### config.mk
export PLATFORM = sky130hd
export DESIGN_NAME = led_frame_sequencer
export DESIGN_NICKNAME = d
export VERILOG_FILES = /design/src/rtl/led_frame_sequencer.sv
export SDC_FILE = /design/constraint.sdc
export NUM_CORES = 1
export LEC_CHECK = 0
export CORE_ASPECT_RATIO = 1.4
export CORE_MARGIN = 8
export CORE_UTILIZATION = 51
export CTS_CLUSTER_SIZE = 20
export DETAILED_ROUTE_END_ITERATION = 12
export PLACE_DENSITY = 0.92
export SYNTH_ARGS = -nofsm -noshare
export SYNTH_HDL_FRONTEND = slang
export SYNTH_SLANG_ARGS = --single-unit
### constraint.sdc
create_clock -name clk -period 2.4 [get_ports clk]
set_input_delay 0.36 -clock clk [delete_from_list [all_inputs] [get_ports clk]]
set_output_delay 0.36 -clock clk [all_outputs]
set_load 0.01 [all_outputs]
### src/rtl/led_frame_sequencer.sv
// Frame/blink sequencer for the 12-line LED pattern datapath; gates raw line levels into registered drive.
// Optional feature: define LED_SEQ_PAUSE_EN to add the pause_i freeze input.
module led_frame_sequencer #(
  parameter int unsigned CNT_W     = 9,
  parameter int unsigned FRAME_LEN = 500,
  parameter int unsigned LINES     = 12,
  parameter int unsigned BLINK_DIV = 1
) (
  input  logic             clk,
  input  logic             reset,
  input  logic             start_i,
  input  logic             stop_i,
`ifdef LED_SEQ_PAUSE_EN
  input  logic             pause_i,
`endif
  input  logic [7:0]       cfg_repeats,
  input  logic [CNT_W-1:0] cfg_gap,
  input  logic [LINES-1:0] line_in,
  output logic [CNT_W-1:0] counter_o,
  output logic             toggle_o,
  output logic [LINES-1:0] line_out,
  output logic             busy_o,
  output logic             frame_start_o,
  output logic             done_o,
  output logic [7:0]       pass_o
);

  localparam int unsigned      DIV_W    = (BLINK_DIV > 1) ? $clog2(BLINK_DIV) : 1;
  localparam logic [CNT_W-1:0] LAST     = CNT_W'(FRAME_LEN);
  localparam logic [DIV_W-1:0] DIV_LAST = DIV_W'(BLINK_DIV - 1);

  typedef enum logic [1:0] {IDLE, RUN, GAP} state_t;

  state_t           state, state_d;
  logic [CNT_W-1:0] counter_d, gap_cnt, gap_cnt_d, gap_q, gap_q_d;
  logic [7:0]       rep_q, rep_q_d, pass_d, pass_inc;
  logic [DIV_W-1:0] div_q, div_d;
  logic             toggle_d, busy_d, fs_d, done_d;
  logic [LINES-1:0] line_d, line_gated;
  logic             pause;

`ifdef LED_SEQ_PAUSE_EN
  assign pause = pause_i;
`else
  assign pause = 1'b0;
`endif

  // Pass number wraps 255 -> 1 so a running sequence never reports pass 0.
  assign pass_inc   = (pass_o == 8'd255) ? 8'd1 : pass_o + 8'd1;
  assign line_gated = line_in & {LINES{toggle_o}};

  always_ff @(posedge clk or posedge reset) begin
    if (reset) begin
      state         <= IDLE;
      counter_o     <= '0;
      toggle_o      <= 1'b0;
      line_out      <= '0;
      busy_o        <= 1'b0;
      frame_start_o <= 1'b0;
      done_o        <= 1'b0;
      pass_o        <= '0;
      rep_q         <= '0;
      gap_q         <= '0;
      gap_cnt       <= '0;
      div_q         <= '0;
    end else begin
      state         <= state_d;
      counter_o     <= counter_d;
      toggle_o      <= toggle_d;
      line_out      <= line_d;
      busy_o        <= busy_d;
      frame_start_o <= fs_d;
      done_o        <= done_d;
      pass_o        <= pass_d;
      rep_q         <= rep_q_d;
      gap_q         <= gap_q_d;
      gap_cnt       <= gap_cnt_d;
      div_q         <= div_d;
    end
  end

  // Next-state and next-output logic; line drive is only passed while staying in RUN.
  always_comb begin
    state_d   = state;
    counter_d = counter_o;
    toggle_d  = toggle_o;
    div_d     = div_q;
    gap_cnt_d = gap_cnt;
    rep_q_d   = rep_q;
    gap_q_d   = gap_q;
    pass_d    = pass_o;
    busy_d    = busy_o;
    fs_d      = 1'b0;
    done_d    = 1'b0;
    line_d    = '0;
    unique case (state)
      IDLE: begin
        if (start_i && !stop_i) begin
          state_d   = RUN;
          rep_q_d   = cfg_repeats;
          gap_q_d   = cfg_gap;
          counter_d = '0;
          pass_d    = 8'd1;
          toggle_d  = 1'b0;
          div_d     = '0;
          busy_d    = 1'b1;
          fs_d      = 1'b1;
        end
      end
      RUN: begin
        if (stop_i) begin
          state_d   = IDLE;
          counter_d = '0;
          busy_d    = 1'b0;
        end else if (!pause) begin
          if (div_q == DIV_LAST) begin
            div_d    = '0;
            toggle_d = ~toggle_o;
          end else begin
            div_d = div_q + 1'b1;
          end
          if (counter_o == LAST) begin
            counter_d = '0;
            if (rep_q != 8'd0 && pass_o == rep_q) begin
              state_d = IDLE;
              busy_d  = 1'b0;
              done_d  = 1'b1;
            end else if (gap_q == '0) begin
              pass_d = pass_inc;
              fs_d   = 1'b1;
              line_d = line_gated;
            end else begin
              state_d   = GAP;
              gap_cnt_d = CNT_W'(1);
            end
          end else begin
            counter_d = counter_o + 1'b1;
            line_d    = line_gated;
          end
        end
      end
      GAP: begin
        if (stop_i) begin
          state_d   = IDLE;
          counter_d = '0;
          busy_d    = 1'b0;
        end else if (!pause) begin
          if (gap_cnt == gap_q) begin
            state_d = RUN;
            pass_d  = pass_inc;
            fs_d    = 1'b1;
          end else begin
            gap_cnt_d = gap_cnt + 1'b1;
          end
        end
      end
      default: state_d = IDLE;
    endcase
  end

endmodule
* Yosys cells after proc, flatten, opt, wreduce, memory -nomap -nowiden
Cells that the tools add are included.
** Word-level totals
- Register bits :: 62
- Output and inout bits :: 33
- Word-level logic and storage cells :: 115
** Cells by class
- Equality and inequality tests :: 21
- Mux-type cells :: 59
- Reductions and logical operators :: 17
- Bitwise gates (word level) :: 2
- Add/subtract/negate cells :: 4
** Operator list (count)
- $mux 9 :: 10
- $mux 8 :: 8
- $mux 12 :: 5
- $pmux 9 s3 :: 1
- $pmux 8 s3 :: 1
- $ne 2x2->1 const B :: 11
- $mux 1 :: 21
- $add 9x1->9 const B :: 2
- $pmux 9 s2 :: 1
- $mux 2 :: 7
- $and 12x12->12 :: 1
- $eq 9x9->1 :: 1
- $eq 9x9->1 const B :: 1
- $logic_not 9->1 :: 1
- $ne 3x3->1 const B :: 3
- $add 8x1->8 const B :: 1
- $eq 8x8->1 :: 1
- $eq 8x8->1 const B :: 1
- $reduce_and 4->1 :: 2
- $reduce_and 8->1 :: 1
- $reduce_bool 8->1 :: 1
- $reduce_and 7->1 :: 1
- $pmux 1 s3 :: 2
- $pmux 2 s3 :: 1
- other kinds (14) :: 18

* Depth between registers and ports, before layout
- Depth in word-level cells :: 7
- Depth in mapped cells :: 10
- Gate-level depth less buffers :: 8

* Worst setup path after synthesis
OpenSTA, ideal clock, no wires.
- Path type :: register -> register
- Start :: register counter_o[0]
- End :: register pass_o[1]
- Data arrival time :: 2.167 ns
- Setup time :: 0.079 ns
- Buffers on the path :: 2
- Path slack :: 0.154 ns
- Required time :: 2.321 ns
- Stages on the path, launching flop included :: 11
- Path through :: dfrtp_1 > inv_1 > ha_1 > nand2_1 > or4b_4 > buf_6 > a221oi_2 > o21a_4 > and2_4 > buf_8 > mux2i_1
** On the way
- Cells in the longest elaborated chain, start to end :: 3
** RTL lines
- start: declaration :: RTL line 19 : output logic [CNT_W-1:0] counter_o,
- start signal: assignment :: RTL line 68 : counter_o <= counter_d;
- $eq 9x9->1 :: RTL line 122 : if (counter_o == LAST) begin
- $ne 2x2->1 (no source line)
- $reduce_and 8->1 (no source line)
- end signal: assignment :: RTL line 74 : pass_o <= pass_d;
- end: declaration :: RTL line 25 : output logic [7:0] pass_o
Every way passes these cells.
A chain may end at the register's enable or synchronous reset.

* Worst setup path after layout
- Start :: register counter_o[0]
- End :: register gap_cnt[5]
** On the way
- Cells in the longest elaborated chain, start to end :: 3
** RTL lines
- $eq 9x9->1 :: RTL line 122
- $ne 2x2->1 (no source line)
- $reduce_and 7->1 (no source line)
- end signal: assignment :: RTL line 77 : gap_cnt <= gap_cnt_d;
- end: declaration :: RTL line 35 : logic [CNT_W-1:0] counter_d, gap_cnt, gap_cnt_d, gap_q, gap_q_d;
Every way passes these cells.

==> results.cfg <==
[drt]
drc = 0
first_pass_iters = 6
post_drt_wl_per_cell_um = 17.14
vias = 2625
viasPerCell = 5.719
drt_iter0_drc = 257
ant_nets = 0
drt_wl_total_mm = 7.866

[die]
io_pins = 66
rows = 34
start_util_pct = 51.86
die_area_um2 = 9047
core_area_um2 = 6126
die_w_um = 82.71
die-height_um = 109.4

[pwr]
pwr-share-comb_pct = 42.6
p_sw_w = 0.001645
p_sw_share_pct = 38.05
power.density_nw_per_um2 = 1035
pwr-share-seq_pct = 36.5
max-vdd-ir-drop_v = 0.0005451
power_w = 0.004322
power_leakage_nw = 1.801
pwr-share-clk_pct = 20.9
intPower_w = 0.002678

[run_status]
outcome = completed

[sta]
tns_ns = 0
hold_viol = 0
finalClockSkew_ns = 0.01258
relSlewSlack_pct = 60.99
layout_worst_path_cycle_share_pct = 96.98
min_period_ns = 2.327
fmax_mhz = 429.7
tightest_slew_ns = 0.5799
slew_viol_final = 0
final-setup-viol-count = 0

[global_route]
grt_pass1_wl_mm = 12.50
grt_pass1_vias = 2648
grt_use_met3_pct = 5.646
antenna_found_initial = 0
grt_remaining_overflow = 0
busiest_layer = met2
grt_use_met2_pct = 28.97
grtUsageTotal_pct = 17.75
grt_max_degree = 42
grt_util_met1_pct = 20.21

[yosys]
synth_cells = 301
yosys_register_bits = 61
ys_warn_count = 0
synth_ff_type = dfrtp_1
syn_area_um2 = 3177
yosysSeqAreaShare_pct = 48.05
synth_top_area_cell = dfrtp_1
synth_area_leaders = dfrtp_1 48%, mux2_2 6.0%, nand3_1 3.8%, ha_1 3.5%, xor2_1 3.3%
synth_fp_nets = 343
ys_types = 51
synth_edf_count = 0
synth_area_per_cell_um2 = 10.55
synth_top_area_share_pct = 48.05
async_reset_ff_share_pct = 100.0

[layout]
num_antenna_cells = 0
nets = 424
drive_above_1_share_pct = 16.54
area_growth_pct = 31.51

[setup_path]
reg2reg_depth = 8
reg2reg_slack_ns = 0.07
r2r-end = gap_cnt[5]
path_class = flip-flop to flip-flop
worstPathArrival_ns = 2.61
worstPathRequired_ns = 2.68
worstPathMaxFanout = 7
rr_startpoint = counter_o[0]
cp-end-kind = flip-flop
startpoint_type = flip-flop

[clock_tree]
clkLatencyLatePin_ns = 0.35
cts.clk_slew.worst_paths_ns = 0.07
cts_buffers = 9
cts_tree = done
h-tree-depth = 3
cts.hold.buffers_added = 0
root_buffer = clkbuf_8
cts_buffer_depth = 2
ctsResizeCount = 0
post_cts_buffers = 0
clock-sinks = 61

[flow_run]
max_cap_viol_count = 0

[place]
place_congestion = 0.8710
port_buffers = 65
place_hpwl_mm = 5.622

[min_path]
hold_path.class = input port to asynchronous set/reset pin
[per-stage QoR]
stage | worst slack [ns] | std cells | utilization (%) | cell area (um2) | hold WS (ns)
after floorplan | 0.1539 | 301 | - | 3177 | 0.4886
after global placement | 0.1508 | 438 | 64.46 | 3949 | 0.5350
after detailed placement | 0.06158 | 438 | 64.46 | 3949 | 0.5462
after CTS | 0.03000 | 454 | 67.59 | 4140 | 0.3296
after global routing | -0.02001 | 459 | 68.20 | 4178 | 0.3577
final | 0.07258 | 459 | 68.20 | 4178 | 0.3327
[layer usage]
| layer | vias up | part of all wire (%) | wire [um] |
|---|---|---|---|
| li1 | 1229 | - | - |
| met2 | 101 | 53 | 4156 |
| met3 | 17 | 6.0 | 473 |
| met5 | - | 0 | 0 |
| met4 | 0 | 2.4 | 189 |
| met1 | 1278 | 39 | 3047 |
[layout by cell type, fill, tap and decap left out, types with 6 or more instances in the layout]
master and n:
clkdlybuf4s50_1 65, dfrtp_1 61, nand2_1 24, nand3_1 24
nor2_1 22, mux2_2 17, buf_4 14, and2_1 13
xor2_1 12, xnor2_1 10, inv_1 9, o21ai_0 9
ha_1 9, clkbuf_8 9, a21oi_1 7, nand4_1 6
a22o_1 6
[sequential cells by signal, summed over array words and instances (netlist names), 2 cells and up]
name	count
gap_q	9
rep_q	8
gap_cnt	9
state	2
line_out	12
counter_o	9
pass_o	8
[critical path: stages (launching register included)]
cell and delay [ns]:
dfrtp_1 0.42, inv_1 0.09, ha_1 0.15, nand2_1 0.05, or4b_4 0.56, a221o_2 0.46
nor3_4 0.21, buf_4 0.17, a22o_1 0.15
[cell families after synthesis]
logic type	after synthesis	synth area share, %
mux	19	6.656
buf+inv	20	2.954
compound gates	49	12.37
simple gates	121	20.36
flops	61	48.05
fa+ha+maj	9	3.545
xor+xnor	22	6.065
[worst max path at each step]
stage                 start           end  slack (ns)
2_1_floorplan  counter_o[0]     pass_o[1]        0.15
3_3_place_gp         stop_i  counter_o[8]        0.15
3_5_place_dp         stop_i  counter_o[8]        0.06
4_1_cts        counter_o[0]    gap_cnt[5]        0.03
5_1_grt        counter_o[0]    gap_cnt[5]       -0.02
6_report       counter_o[0]    gap_cnt[5]        0.07
[area by class of cell]
cell class                 instances  area (um2)
clock buffer                      10       127.6
clock inverter                     6       63.81
fill                             476        1948
inverter                          10       37.54
multi-input combinational        220        1556
sequential                        61        1526
tap                               72       90.09
timing repair buffer              80       775.7
[power groups by stage]
stage | logic (W) | clock network, W | registers [W]
after floorplan | 0.00123 | 0 | 0.00156
after global placement | 0.00170 | 0 | 0.00156
after detailed placement | 0.00177 | 0 | 0.00158
after CTS | 0.00180 | 0.000916 | 0.00157
after global routing | 0.00201 | 0.000961 | 0.00161
final | 0.00184 | 0.000902 | 0.00158
[synthesized netlist by cell type, drive strengths merged, types with 6 or more instances]
cell type,number
a21oi,7
a22o,6
and2,14
clkbuf,8
dfrtp,61
ha,9
inv,10
mux2,17
nand2,24
nand3,24
nand4,7
nor2,22
o21ai,9
xnor2,10
xor2,12
Note: power is estimated with default switching activity, not from simulation.
